$ cat src/rtl/spork_pkg.sv
// Shared types and default widths for the program-counter sequencer.
package spork_pkg;

  localparam int unsigned PC_W_DEF      = 16;
  localparam int unsigned OFF_W_DEF     = 8;
  localparam int unsigned LUT_DEPTH_DEF = 16;
  localparam int unsigned CNT_W         = 16;

  typedef enum logic [1:0] {
    IDLE   = 2'd0,
    RUN    = 2'd1,
    HALTED = 2'd2
  } state_t;

  typedef logic [PC_W_DEF-1:0] pc_t;

endpackage

$ cat src/rtl/jump_lut.sv
// Jump-target register file: one write port, one combinational read port.
// Reads return the pre-write value when both hit the same entry in one cycle.
module jump_lut #(
  parameter int unsigned DEPTH = 16,
  parameter int unsigned WIDTH = 16
) (
  input  logic                     clk,
  input  logic                     reset,
  input  logic                     we,
  input  logic [$clog2(DEPTH)-1:0] waddr,
  input  logic [WIDTH-1:0]         wdata,
  input  logic [$clog2(DEPTH)-1:0] raddr,
  output logic [WIDTH-1:0]         rdata
);

  logic [WIDTH-1:0] mem [DEPTH];

  always_ff @(posedge clk or negedge reset) begin
    if (!reset) begin
      for (int i = 0; i < int'(DEPTH); i++) begin
        mem[i] <= '0;
      end
    end else if (we) begin
      mem[waddr] <= wdata;
    end
  end

  assign rdata = mem[raddr];

endmodule

$ cat src/rtl/pc_sequencer.sv
// Program-counter scheduler: restart, stall, halt, table jump, relative branch
// or increment each cycle, plus run status and a saturating retire count.
module pc_sequencer
  import spork_pkg::*;
#(
  parameter int unsigned PC_W      = PC_W_DEF,
  parameter int unsigned OFF_W     = OFF_W_DEF,
  parameter int unsigned LUT_DEPTH = LUT_DEPTH_DEF
) (
  input  logic                         clk,
  input  logic                         reset,
  input  logic                         start,
  input  logic                         stall,
  input  logic                         halt_req,
  input  logic                         jump,
  input  logic [$clog2(LUT_DEPTH)-1:0] jump_sel,
  input  logic                         branch,
  input  logic [OFF_W-1:0]             offset,
  input  logic                         cfg_we,
  input  logic [$clog2(LUT_DEPTH)-1:0] cfg_addr,
  input  logic [PC_W-1:0]              cfg_data,
  output logic [PC_W-1:0]              pc,
  output logic                         pc_valid,
  output logic                         busy,
  output logic                         done,
  output logic [CNT_W-1:0]             instr_count
);

  state_t            state, state_nxt;
  logic [PC_W-1:0]   pc_nxt;
  logic [CNT_W-1:0]  cnt_nxt;
  logic              done_nxt;
  logic [PC_W-1:0]   jump_target;
  logic [PC_W-1:0]   off_ext;
  logic [CNT_W-1:0]  cnt_inc;

  jump_lut #(
    .DEPTH (LUT_DEPTH),
    .WIDTH (PC_W)
  ) u_jump_lut (
    .clk   (clk),
    .reset (reset),
    .we    (cfg_we),
    .waddr (cfg_addr),
    .wdata (cfg_data),
    .raddr (jump_sel),
    .rdata (jump_target)
  );

  assign off_ext = PC_W'($signed(offset));
  assign cnt_inc = (instr_count == '1) ? instr_count : instr_count + CNT_W'(1);

  // Next-state / next-PC selection; priority start > stall > halt > jump > branch.
  always_comb begin
    state_nxt = state;
    pc_nxt    = pc;
    cnt_nxt   = instr_count;
    done_nxt  = 1'b0;
    case (state)
      IDLE, HALTED: begin
        if (start) begin
          state_nxt = RUN;
          pc_nxt    = '0;
          cnt_nxt   = '0;
        end
      end
      RUN: begin
        if (start) begin
          pc_nxt  = '0;
          cnt_nxt = '0;
        end else if (stall) begin
          pc_nxt = pc;
        end else if (halt_req) begin
          state_nxt = HALTED;
          cnt_nxt   = cnt_inc;
          done_nxt  = 1'b1;
        end else if (jump) begin
          pc_nxt  = jump_target;
          cnt_nxt = cnt_inc;
        end else if (branch) begin
          pc_nxt  = pc + off_ext;
          cnt_nxt = cnt_inc;
        end else begin
          pc_nxt  = pc + PC_W'(1);
          cnt_nxt = cnt_inc;
        end
      end
      default: begin
        state_nxt = IDLE;
        pc_nxt    = '0;
        cnt_nxt   = '0;
      end
    endcase
  end

  always_ff @(posedge clk or negedge reset) begin
    if (!reset) begin
      state       <= IDLE;
      pc          <= '0;
      instr_count <= '0;
      busy        <= 1'b0;
      done        <= 1'b0;
    end else begin
      state       <= state_nxt;
      pc          <= pc_nxt;
      instr_count <= cnt_nxt;
      busy        <= (state_nxt == RUN);
      done        <= done_nxt;
    end
  end

  assign pc_valid = (state == RUN) && !stall;

endmodule

$ cat config.mk
export PLATFORM = sky130hd
export DESIGN_NAME = pc_sequencer
export DESIGN_NICKNAME = d
export VERILOG_FILES = /design/src/rtl/spork_pkg.sv /design/src/rtl/jump_lut.sv /design/src/rtl/pc_sequencer.sv
export SDC_FILE = /design/constraint.sdc
export NUM_CORES = 1
export LEC_CHECK = 0
export CAP_MARGIN = 30
export CORE_MARGIN = 2
export CORE_UTILIZATION = 45
export CTS_CLUSTER_DIAMETER = 150
export CTS_CLUSTER_SIZE = 12
export DETAILED_ROUTE_END_ITERATION = 8
export GPL_TIMING_DRIVEN = 0
export PLACE_DENSITY = 0.68
export SLEW_MARGIN = 10
export SYNTH_ARGS = -nofsm -noshare
export SYNTH_HDL_FRONTEND = slang
export SYNTH_SLANG_ARGS = --single-unit
export TNS_END_PERCENT = 50
$ cat constraint.sdc
create_clock -name clk -period 2.7 [get_ports clk]
set_input_delay 0.54 -clock clk [delete_from_list [all_inputs] [get_ports clk]]
set_output_delay 0.54 -clock clk [all_outputs]
set_load 0.02 [all_outputs]
Word level (Yosys, flattened, before mapping) --
Cells that the tools add are included.
Word-level totals: word-level logic and storage cells 70, flip-flop bits (word level) 292
Operators by class: $add $sub $neg 3, reduce and logical (&&, ||, !) cells 7, bitwise gates (word level) 2, muxes and demuxes 26, $lt $le $gt $ge 3, equality and inequality tests 8
Operators with widths (number):
- 256-bit bitwise mux | 1
- 16-bit 2-to-1 mux | 12
- 16-bit binary-select mux with 4-bit select | 1
- 16-bit demux with 4-bit select | 1
- 16-bit case mux with 2 select lines | 2
- 16-bit by 1-bit adder with 16-bit output, second input constant | 2
- 16-bit adder | 1
- 16-bit == test, second input constant | 1
- 5-bit >= comparator, second input constant | 2
- 4-bit inverter with 5-bit output | 2
- 3-bit != test, second input constant | 3
- 2-bit 2-to-1 mux | 4
- 3-bit AND reduction | 2
- 5-bit by 1-bit less-than comparator with 1-bit output, second input constant | 1
- 2-bit by 1-bit == test with 1-bit output, second input constant | 2
- 1-bit 2-to-1 mux | 4
- 2-bit case mux with 2 select lines | 1
- 2-bit == test, second input constant | 1
- 1-bit logical AND | 2
- 2-bit logical NOT | 1
- 2-bit != test, second input constant | 1
- 2-bit OR reduction | 1
- 1-bit logical NOT | 1

Logic depth before layout (Yosys ltp) --
Gate-level depths: netlist of the first run.
depth in word-level cells 9, depth in mapped cells 9, depth with buffers taken out 9

Cells and area by module --
A second synthesis of the first run with hierarchy kept.
Second synthesis, totals: cell total of the unflattened synthesis 1007, area total of the unflattened synthesis 14022.2 µm²
By module, submodules not included:
- jump_lut | area each 11607.4 µm², times used 1, cells an instance 712, seq. area each 6406.1 µm²
- pc_sequencer | area each 2414.8 µm², times used 1, cells an instance 295, seq. area each 900.9 µm²

Worst setup path after synthesis of the first run --
No wires, ideal clock.
kind input-to-reg, start input port offset[4], end register pc[15], setup time 0.126 ns, slack 0.244 ns, arrival time 2.330 ns, path buffers 0, data required time 2.574 ns, stages 8, path through and2_1 > ha_1 > a21oi_1 > o21ai_0 > nor2_1 > a211oi_1 > o211a_1 > a221o_1
On the way: word-level cells in the longest chain between the ends 7
RTL lines:
- from (decl) | line pc_sequencer.sv:18 | input logic [OFF_W-1:0] offset,
- 16-bit adder | line pc_sequencer.sv:81 | pc_nxt = pc + off_ext;
- 16-bit 2-to-1 mux | line pc_sequencer.sv:80 | end else if (branch) begin
- 16-bit 2-to-1 mux | line pc_sequencer.sv:77 | end else if (jump) begin
- 16-bit 2-to-1 mux | line pc_sequencer.sv:73 | end else if (halt_req) begin
- 16-bit 2-to-1 mux | line pc_sequencer.sv:71 | end else if (stall) begin
- 16-bit 2-to-1 mux | line pc_sequencer.sv:68 | if (start) begin
- 16-bit case mux with 2 select lines | line pc_sequencer.sv:59 | case (state)
- to (signal assigned) | line pc_sequencer.sv:105 | pc <= pc_nxt;
- to (decl) | line pc_sequencer.sv:22 | output logic [PC_W-1:0] pc,
Every way passes these cells. The select of a mux whose other input is x is not followed. A chain may end at the register's enable or synchronous reset.

Worst setup path after layout of the first run --
start input port cfg_addr[2], end register u_jump_lut.mem[122] (netlist name)
On the way: word-level cells in the longest chain between the ends 6, elaborated cells on any way between the ends 7, classes of those cells order compare: 2; mux: 3; bitwise: 1; reduce/logical: 1
RTL lines:
- from (decl) | line pc_sequencer.sv:20 | input logic [$clog2(LUT_DEPTH)-1:0] cfg_addr,
- 4-bit inverter with 5-bit output (not written as such) (*) | line jump_lut.sv:24 | mem[waddr] <= wdata;
- 5-bit >= comparator (not written as such) or 5-bit by 1-bit less-than comparator with 1-bit output (tied branches) | line jump_lut.sv:24
- 1-bit logical AND (not written as such) | line jump_lut.sv:24
- 16-bit 2-to-1 mux (not written as such) | line jump_lut.sv:24
- 16-bit demux with 4-bit select (*) | line jump_lut.sv:24
- 256-bit bitwise mux (*) | line jump_lut.sv:24
- to (signal, indexed assignment) | line jump_lut.sv:24
- to (decl) | line jump_lut.sv:16 | logic [WIDTH-1:0] mem [DEPTH];
Mark *: on every way between the ends. The rest lies on a longest branch, timed or not.

==> impl_metrics.json, run 1 <==
{
  "skew_ps": 15.1,
  "clock_latency_ps": 540,
  "total_power_mw": 11.7,
  "critPathArrivalTime_ps": 3030,
  "detail-route-antenna-nets": 0,
  "final_cells": 1496,
  "clkTransAtPathRegs_ps": 60,
  "die_area_sq_um": 32700,
  "cp_max_fo": 10,
  "drcViolationCount": 0,
  "hpwl_mm": 22.6,
  "grt_pass1_vias": 9112,
  "ir_drop_uv": 484,
  "gr-total-overflow": 0,
  "cp.required_ps": 3120,
  "die_x_microns": 181,
  "cts_tree": "built",
  "switching_share": 0.260,
  "grt_use_met3": 0.0399,
  "grt_most_used_layer": "met2",
  "ctsHoldBuffers": 0,
  "power.switching_mw": 3.04,
  "syn-num-nets": 1047,
  "async_flop_share": 1.00,
  "antennaDiodeCount": 0,
  "portBuffers": 70,
  "critPathCaptureType": "flop",
  "yosysSeqAreaShare": 0.520,
  "post-route-period-util": 0.966,
  "p_leak_nw": 6.84,
  "grt_usage": 0.212,
  "syn-instance-count": 996,
  "wire_per_inst_microns": 22.8,
  "met2_usage": 0.362,
  "p_per_area_nw_per_um2": 725,
  "max-clock-path-buffers": 3,
  "synth_cell_types": 61,
  "drive_gt1_frac": 0.355,
  "area.growth.synth_to_final_pct": 14.7,
  "use_met1": 0.288,
  "drv_cap": 0,
  "seq_power_share": 0.495,
  "place_inst": 1465,
  "grt_max_degree": 105,
  "worst_pin_slew_ps": 962,
  "rsz0062_at_grt": "yes",
  "min_path_type": "input port to asynchronous set/reset pin",
  "hold_viol": 0,
  "cts_sinks": 292,
  "core-area_sq_um": 30700,
  "setup_ws_ps": 92.2,
  "report.final.setup_viol": 0,
  "root_buffer": "clkbuf_16",
  "r2r_end": "instr_count[13]",
  "vias": 8840,
  "drv_slew": 0,
  "vias_per_cell": 5.91,
  "syn_area_per_cell_sq_um": 14.1,
  "critPathKind": "input port to flop",
  "cts_max_level": 1,
  "reg2reg_from": "instr_count[0]",
  "initial_utilization": 0.458,
  "cts_buffers": 28,
  "yosysWarnings": 0,
  "core.rowCount": 64,
  "slew_headroom": 0.357,
  "wl_mm": 34.0,
  "drtIter0Drc": 558,
  "r2r_slack_ps": 300,
  "grt_first_pass_wirelength_mm": 54.1,
  "p_int_mw": 8.65,
  "ys_ff_latch": 292,
  "clock.fmax_mhz": 383,
  "post-place-ws_ps": -638,
  "synth.cell_area_sq_um": 14100,
  "nNetsFinal": 1151,
  "min_period_ps": 2610,
  "fin_setup_tns_ps": 0,
  "status": "finished, final reports clean",
  "critPathLaunchType": "input port",
  "antenna_found_initial": 2,
  "worstRegToRegCells": 7,
  "first_pass_iters": 4,
  "synth_edf_count": 0,
  "synthFlopType": "dfrtp_1",
  "ios": 75,
  "pwr-share-comb": 0.210,
  "pwr-share-clk": 0.295,
  "fp.dieH_microns": 181,
  "gpl.final_weighted_congestion": 0.840
}
## sequential cells by signal, indices dropped and copies added (netlist names)
signal and flops:
done 1, instr_count 16, pc 16, busy 1, state 2, u_jump_lut.mem 256
## cell type report
cell class / instances / area, sq um
fill: 2540 / 14500
sequential: 292 / 7310
multi-input combinational: 629 / 6440
timing repair buffer: 74 / 778
clock buffer: 29 / 726
tap: 396 / 495
buffer: 72 / 350
inverter: 3 / 11.3
clock inverter: 1 / 8.76
## power by group through the flow
stage                     Combinational [mW]  Sequential (mW)  Clock [mW]
after floorplan                         1.76             5.75           0
final                                   2.45             5.79        3.45
after CTS                               2.46             5.78        3.51
after global routing                    2.67             5.90        3.69
after global placement                  2.37             5.83           0
after detailed placement                2.45             5.86           0
## cells by family (layout without fill, tap and decap cells)
| kind of cell | Yosys count | in the layout | share of synthesized area |
|---|---|---|---|
| muxes | 344 | 344 | 0.332 |
| DFF | 292 | 292 | 0.520 |
| and+or+nand+nor | 149 | 149 | 0.0544 |
| AOI/OAI and AO/OA | 116 | 116 | 0.0542 |
| buffers and inverters | 75 | 179 | 0.0241 |
| adders and majority gates | 11 | 11 | 0.0103 |
| xor gates and xnor gates | 9 | 9 | 0.00561 |
## worst max-delay path, stage by stage
cell and delay, ps:
clkdlybuf4s50_1 510, nand3b_1 180, nand2b_1 120, clkbuf_1 510, clkbuf_1 750, mux2_2 410
## cell usage in the layout (no fill, tap or decap), drive strengths merged, types with 8 or more instances in the layout
cell and instances:
mux2i 16, and3 8, mux4 69, mux2 259
nand3 15, and2 10, clkbuf 78, nand2 36
o22ai 8, buf 26, ha 10, clkdlybuf4s50 68
nand2b 11, o31ai 8, a21o 8, a211oi 10
nor2 32, o21ai 34, a21oi 20, dfrtp 292
## worst max-delay path by stage
| stage | depth (start not counted) | startpoint | end | slack, ps |
|---|---|---|---|---|
| 2_1_floorplan | 8 | offset[4] | pc[15] | 240 |
| 3_3_place_gp | 1 | reset | u_jump_lut.mem[25] | -11480 |
| 3_5_place_dp | 9 | branch | pc[15] | -640 |
| 4_1_cts | 5 | cfg_addr[0] | u_jump_lut.mem[27] | 30 |
| 5_1_grt | 6 | cfg_addr[3] | u_jump_lut.mem[187] | -20 |
| 6_report | 6 | cfg_addr[2] | u_jump_lut.mem[122] | 90 |
## layer usage
metal / part of all wire / vias to the layer above
met1: 0.44 / 4651
met4: 0.013 / 4
li1: - / 3937
met3: 0.054 / 39
met2: 0.50 / 209
met5: 0.00070 / -
## repair_timing
item / CTS / global route
pin swaps: 0 / 1
gates cloned: 0 / 0
setup endpoints to repair: 43 / 62
resized for setup: 7 / 18
setup buffers: 0 / 1
## Yosys cell counts, drive strengths merged, types with 3 or more instances
master,n,share of area
a22o,3,0.0019
or3,5,0.0022
nand2,36,0.0096
and4,3,0.0019
nand2b,11,0.0049
a31oi,4,0.0018
inv,3,0.00080
mux2,259,0.21
nor3,5,0.0018
nor2b,7,0.0031
xor2,7,0.0044
a21oi,20,0.0071
and3,8,0.0036
buf,21,0.0097
dfrtp,292,0.52
nand3b,3,0.0016
a211oi,10,0.0053
nor4,3,0.0013
nand4,3,0.0013
clkbuf,51,0.014
nor2,32,0.0085
ha,10,0.0089
o21ai,34,0.012
a21o,8,0.0043
nor3b,3,0.0016
mux4,69,0.11
o22ai,8,0.0036
nand3,15,0.0053
and2,10,0.0045
o31ai,8,0.0043
mux2i,16,0.011
## through the flow
step           hold slack, ps  cell area [sq um]  utilization
2_1_floorplan             244              14100            -
3_3_place_gp              479              15300        0.497
3_5_place_dp              485              15300        0.500
4_1_cts                  85.0              16100        0.524
5_1_grt                   129              16100        0.526
6_report                 56.6              16100        0.526
Note: power is estimated with default switching activity, not from simulation.
==> run 2, diff against run 1 <==
==> constraint.sdc (replaced) <==
create_clock -name clk -period 3.32 [get_ports clk]
set_input_delay 0.664 -clock clk [delete_from_list [all_inputs] [get_ports clk]]
set_output_delay 0.664 -clock clk [all_outputs]
set_load 0.02 [all_outputs]
==> run 2 against run 1 <==
Against the previous run:
- routed wire length down 0.15%
- setup slack gained 310 ps
- first-iteration DRC count down 6.1%
- non-clock buffer count is 1 lower
- combinational power shrank 19%
- largest power group unchanged
- sequential cell count did not move
- die area unchanged
- clock power is 19% lower
- clock-buffer cell count stayed put
- utilization down 0.22 points
==> impl_metrics.json, run 2 (synthesis results as in run 1) <==
{
  "detail-route-antenna-nets": 0,
  "core.rowCount": 64,
  "portBuffers": 70,
  "drtIter0Drc": 524,
  "critPathMaxStageDelay_ps": 790,
  "largest_reg_flops": 256,
  "p_per_area_nw_per_um2": 591,
  "gpl.final_weighted_congestion": 0.840,
  "nNetsFinal": 1150,
  "clock.fmax_mhz": 342,
  "clkTransAtPathRegs_ps": 60,
  "clock_latency_ps": 540,
  "wire_per_inst_microns": 22.7,
  "p_leak_nw": 6.78,
  "cts_tree": "built",
  "worst_pin_slew_ps": 999,
  "grt_max_degree": 105,
  "post-route-period-util": 0.880,
  "report.final.setup_viol": 0,
  "path_delay_family": "buffers and inverters",
  "grt_usage": 0.213,
  "critPathKind": "input port to flop",
  "largestRegisters": "u_jump_lut.mem (256), instr_count (16), pc (16)",
  "hold_viol": 0,
  "first_pass_iters": 6,
  "antennaDiodeCount": 0,
  "grt_pass1_vias": 9109,
  "reg2reg_from": "state[0]",
  "skew_ps": 13.6,
  "drive_gt1_frac": 0.341,
  "startpoint": "cfg_addr[3]",
  "fillers": 2543,
  "die_x_microns": 181,
  "drv_slew": 0,
  "die_area_sq_um": 32700,
  "ios": 75,
  "path_cells": "clkdlybuf4s50_1 > nand3b_1 > nor2_1 > clkbuf_1 > mux2_2",
  "post_cts_buffers": 0,
  "status": "finished, final reports clean",
  "worstRegToRegCells": 7,
  "antenna_found_initial": 2,
  "cts_sinks": 292,
  "place_inst": 1465,
  "cts_max_level": 1,
  "drv_cap": 0,
  "gr-total-overflow": 0,
  "r2r_end": "pc[15]",
  "drcViolationCount": 0,
  "layout_common_cells": "dfrtp_1, mux2_2, clkdlybuf4s50_1",
  "post-place-ws_ps": -142,
  "mostFrequentLayoutCell": "dfrtp_1",
  "hpwl_mm": 22.6,
  "cp_max_fo": 10,
  "fp.dieH_microns": 181,
  "core-area_sq_um": 30700,
  "cp.buffers_inverters": 2,
  "total_power_mw": 9.49,
  "final_cells": 1495,
  "ir_drop_uv": 394,
  "min_path_type": "input port to asynchronous set/reset pin",
  "grt_first_pass_wirelength_mm": 54.1,
  "root_buffer": "clkbuf_16",
  "rsz0062_at_grt": "no",
  "critPathCaptureType": "flop",
  "cts_buffers": 28,
  "ctsHoldBuffers": 0,
  "setup_ws_ps": 400,
  "vias": 8815,
  "critPathLaunchType": "input port",
  "largest-register": "u_jump_lut.mem",
  "critPathSlowestCell": "clkbuf_1",
  "slew_headroom": 0.334,
  "initial_utilization": 0.458,
  "wl_mm": 34.0,
  "cts_resized": 0,
  "cp.required_ps": 3740,
  "holdWs_ps": 182,
  "fin_util": 0.523,
  "max-clock-path-buffers": 3,
  "r2r_slack_ps": 830,
  "critPathArrivalTime_ps": 3340,
  "vias_per_cell": 5.90,
  "min_period_ps": 2920,
  "area.growth.synth_to_final_pct": 14.2
}
run 2: changes by cell type in the layout (fill, tap and decap cells not counted), sizes merged:
cell,delta
dlymetal6s2s,-1
clkdlybuf4s50,+1
clkbuf,+2
buf,-1
clkdlybuf4s15,-2
run 2: how the worst max path moves through the flow:
stage	to	slack (ps)	cells past startpoint
final	u_jump_lut.mem[158]	400	5
after global routing	pc[7]	190	9
after CTS	pc[7]	410	9
after detailed placement	pc[15]	-140	9
after global placement	u_jump_lut.mem[25]	-10980	1
after floorplan	pc[15]	740	8
run 2: power by group:
group,leakage [nW],internal [mW],total [mW],switching [mW]
registers,3.62,4.32,4.71,0.387
logic,2.80,1.18,1.98,0.806
clock network,0.362,1.53,2.79,1.27
run 2: metrics by stage:
stage           TNS, ps  area (sq um)
2_1_floorplan         0         14100
3_3_place_gp   -3203800         15300
3_5_place_dp      -5600         15300
4_1_cts               0         16100
5_1_grt               0         16100
6_report              0         16100
run 2: layout make-up:
type	count	area (sq um)	share of cell area
flip-flops and latches	292	7310	0.455
multi-input cells	629	6410	0.399
repair buffers	73	768	0.0478
clock buffers	29	726	0.0452
well taps	396	495	0.0309
plain buffers	72	328	0.0204
inverters	3	11.3	0.000701
clock inverters	1	8.76	0.000546
run 2: per-layer routing:
metal,track usage,part of all wire,wire length [microns],vias to the layer above
met4,0.0377,0.012,408,4
met1,0.289,0.44,14900,4631
li1,-,-,-,3935
met5,0,0.00071,24,-
met2,0.363,0.49,16800,209
met3,0.0381,0.054,1830,36
==> patch 1, RTL diff (config.mk and constraints of run 1) <==
Add an input register stage for `offset`, `cfg_we`, `cfg_addr` and `cfg_data`, without a reset; this delays them by one clock. The other inputs are not delayed to match.
--- a/src/rtl/pc_sequencer.sv
+++ b/src/rtl/pc_sequencer.sv
@@ -26,6 +26,18 @@
   output logic [CNT_W-1:0]             instr_count
 );
 
+  logic [OFF_W-1:0] offset_q;
+  logic cfg_we_q;
+  logic [$clog2(LUT_DEPTH)-1:0] cfg_addr_q;
+  logic [PC_W-1:0] cfg_data_q;
+
+  always_ff @(posedge clk) begin
+    offset_q   <= offset;
+    cfg_we_q   <= cfg_we;
+    cfg_addr_q <= cfg_addr;
+    cfg_data_q <= cfg_data;
+  end
+
   state_t            state, state_nxt;
   logic [PC_W-1:0]   pc_nxt;
   logic [CNT_W-1:0]  cnt_nxt;
@@ -40,14 +52,14 @@
   ) u_jump_lut (
     .clk   (clk),
     .reset (reset),
-    .we    (cfg_we),
-    .waddr (cfg_addr),
-    .wdata (cfg_data),
+    .we    (cfg_we_q),
+    .waddr (cfg_addr_q),
+    .wdata (cfg_data_q),
     .raddr (jump_sel),
     .rdata (jump_target)
   );
 
-  assign off_ext = PC_W'($signed(offset));
+  assign off_ext = PC_W'($signed(offset_q));
   assign cnt_inc = (instr_count == '1) ? instr_count : instr_count + CNT_W'(1);
 
   // Next-state / next-PC selection; priority start > stall > halt > jump > branch.
Formal check against the unedited RTL: not equivalent (a bounded check fails within 4 cycles, from zero or initial values and one cycle with reset low).
==> patch 1 against run 1 <==
  * Total power rose by 5.1%
  * Critical path depth down 2
  * Wire length is 2.9% higher
  * Synthesized cell count is 3.3% higher
  * Sequential cell count increased by 29
  * Cell area is 4.1% higher
  * Maximum frequency decreased by 1.5%
  * Area after synthesis grew 3.7%
  * Worst setup slack got worse by 0.040 ns
  * Highest routed layer is now met4
==> patch 1: results (changes against run 1) <==
Status
  – Status: finished clean

Final layout
  – Layout area overhead: 15.2%
  – Layout fillers: 2695 (+6.1%)
  – Inverters: 8 (+5)
  – Clock buf count: 53 (+83%)
  – Multi-input logic area: 6400 sq um (-0.70%)
  – Layout cells sized above 1: 33.8% (-1.6 points)

Logic synthesis
  – Syn_nets: 1080 (+3.2%)
  – Area contributors post-synth: dfrtp_1 (50%), mux2_2 (20%), mux4_2 (11%)
  – Unique masters post-synth: 58 (-4.9%)
  – Synth Instances: 1029 (+3.3%)

Critical path
  – CP endpoint: u_jump_lut.mem[7]
  – Cells on worst reg2reg path: 4 (-3)
  – Critical-path top delay cell: nor2_1
  – Crit path max-delay family: simple AND/OR/NAND/NOR gates

Power
  – Flop pwr share: 50.7% (+1.2 points)
  – PwrDens: 732 nW/um^2 (+0.93%)
  – Leakage power total: 7.03 nW (+2.8%)
  – Net Sw Power: 3.12 mW (+2.5%)

Place
  – Post-place setup slack: -0.848 ns (-0.209 ns)
  – GP Congestion: 0.825 (-1.9%)
  – Dpl cell area: 15900 sq um (+3.7%)

Clocking
  – Post-CTS sizing: 5 (-2)
  – CTS Hold Buffers Added: 1 (+1)

Worst hold path
  – Hold Crit Class: in -> reg

STA
  – Slew @ Worst Pin: 1.03 ns (+0.0702 ns)
  – Clock skew: 0.0131 ns (-0.00195 ns)

Global route
  – First-pass GRT wire length: 54.9 mm (+1.5%)
  – Antenna violations before repair: 0 (-2)
  – Total GRT Usage: 21.2% (-0.084 points)
## patch 1: changes by cell type after synthesis, sizes merged, moves of 5 or more
| cell | change |
|---|---|
| o22ai | -8 |
| o31ai | +6 |
| dfxtp | +29 |
| a21oi | +9 |
| xor2 | -6 |
| mux2i | +6 |
| a211oi | -5 |
| inv | +5 |
## patch 1: cells by family after synthesis
| family | after synthesis | synth area share (%) |
|---|---|---|
| flip-flops | 321 | 54.1 |
| AND/OR/NAND/NOR | 139 | 4.74 |
| XOR/XNOR | 6 | 0.360 |
| multiplexers | 347 | 31.9 |
| buffers and inverters | 81 | 2.31 |
| adder cells (fa/ha/maj) | 11 | 0.996 |
| AO/OA/AOI/OAI | 124 | 5.62 |
## patch 1: routing by layer
| metal | GRT usage, % | part of all wire [%] | wire length [um] |
|---|---|---|---|
| met1 | 29.8 | 46 | 16200 |
| met2 | 35.0 | 48 | 16600 |
| met3 | 3.25 | 4.3 | 1510 |
| met4 | 4.51 | 2.1 | 724 |
| met5 | 0 | 0 | 0 |
==> patch 2, RTL diff (config.mk and constraints of run 1) <==
Made on the original files. `PC_W_DEF`: 16 -> 32.
--- a/src/rtl/spork_pkg.sv
+++ b/src/rtl/spork_pkg.sv
@@ -1,7 +1,7 @@
 // Shared types and default widths for the program-counter sequencer.
 package spork_pkg;
 
-  localparam int unsigned PC_W_DEF      = 16;
+  localparam int unsigned PC_W_DEF      = 32;
   localparam int unsigned OFF_W_DEF     = 8;
   localparam int unsigned LUT_DEPTH_DEF = 16;
   localparam int unsigned CNT_W         = 16;
Interface: changed (resized cfg_data and pc); port bits go from 75 to 107. The function was not compared with the original's and may differ.
==> patch 2 against run 1 <==
  * The run now ends with hold timing left
  * Global-route usage up 3.3 points
  * Total power up 97%
  * Cell area up 93%
  * Sequential share of layout area up 0.11 points
  * First-iteration DRC count rose to 2.5 times the old value
  * Wire length up 120%
  * Sequential cell count up 272
  * Utilization down 0.12 points
  * Worst setup slack worse by 0.074 ns
  * Area after synthesis up 93%
  * Critical endpoint is now pc_valid
==> patch 2: results (changes against run 1) <==
Logic synthesis
  – Post-Synth XOR/XNOR Area: 0.356% (-0.20 points)
  – Commonest cells post-synth: dfrtp_1 (564), mux2_2 (512), mux4_2 (155)
  – Area contributors post-synth: dfrtp_1 (52%), mux2_2 (21%), mux4_2 (13%)

Status
  – Status: finished with violations
  – Failing checks: hold timing

STA
  – Fin. Hold Viols: 84 (+84)
  – Final hold slack: -0.141 ns (-0.197 ns)
  – Final WS setup: 0.0184 ns (-0.0738 ns)

Final layout
  – Number of non-clock buffers: 296 (+100%)
  – Inverters: 9 (+6)
  – #MultiIn Comb: 1135 (+80%)
  – Non-Filler Instances: 2832 (+89%)
  – Largest registers: u_jump_lut.mem (512), pc (32), instr_count (16)
  – Multi-input logic area: 12300 sq um (+92%)

Place
  – Post-DP HPWL: 51.9 mm (+130%)
  – Post-place setup slack: -1.28 ns (-0.643 ns)

Critical path
  – CP endpoint: pc_valid
  – CP max stage delay: 0.65 ns (-0.10 ns)

Clocking
  – Post-CTS Setup Bufs: 1 (+1)
  – CTS Hold Buffers Added: 2 (+2)
  – Clk_lat worst skew: 0.62 ns (+0.08 ns)
  – Total CTS buffers: 52 (+86%)

Global route
  – First-pass GRT wire length: 116 mm (+110%)
  – Number of global-route vias before repair: 18200 (+99%)

Detailed routing
  – 1st-pass router iterations: 5 (+1)

Power
  – IR drop worst, VDD: 0.513 mV (+5.9%)
## patch 2: worst min path at each step
| stage | end | start | cells past startpoint |
|---|---|---|---|
| after detailed placement | u_jump_lut.mem[452] | u_jump_lut.mem[452] | 1 |
| after global placement | u_jump_lut.mem[453] | u_jump_lut.mem[453] | 1 |
| after floorplan | busy | reset | 0 |
| after global routing | u_jump_lut.mem[53] | reset | 1 |
| final | u_jump_lut.mem[405] | reset | 1 |
| after CTS | u_jump_lut.mem[53] | reset | 1 |
## patch 2: metrics by stage
step / utilization (%) / hold slack, ns / instance area, sq um
after global placement: 49.0 / 0.469 / 29100
after floorplan: - / 0.244 / 27100
final: 52.4 / -0.141 / 31100
after CTS: 52.0 / -0.0307 / 30800
after global routing: 52.4 / -0.0972 / 31100
after detailed placement: 49.6 / 0.486 / 29400
## patch 2: routing by layer
metal  wire length, um  track usage [%]  up-vias
met5                49                0        -
met4              2060             7.40        8
met3              4120             3.79      126
met2             36100             39.7      529
met1             33200             34.4     9335
li1                  -                -     7356
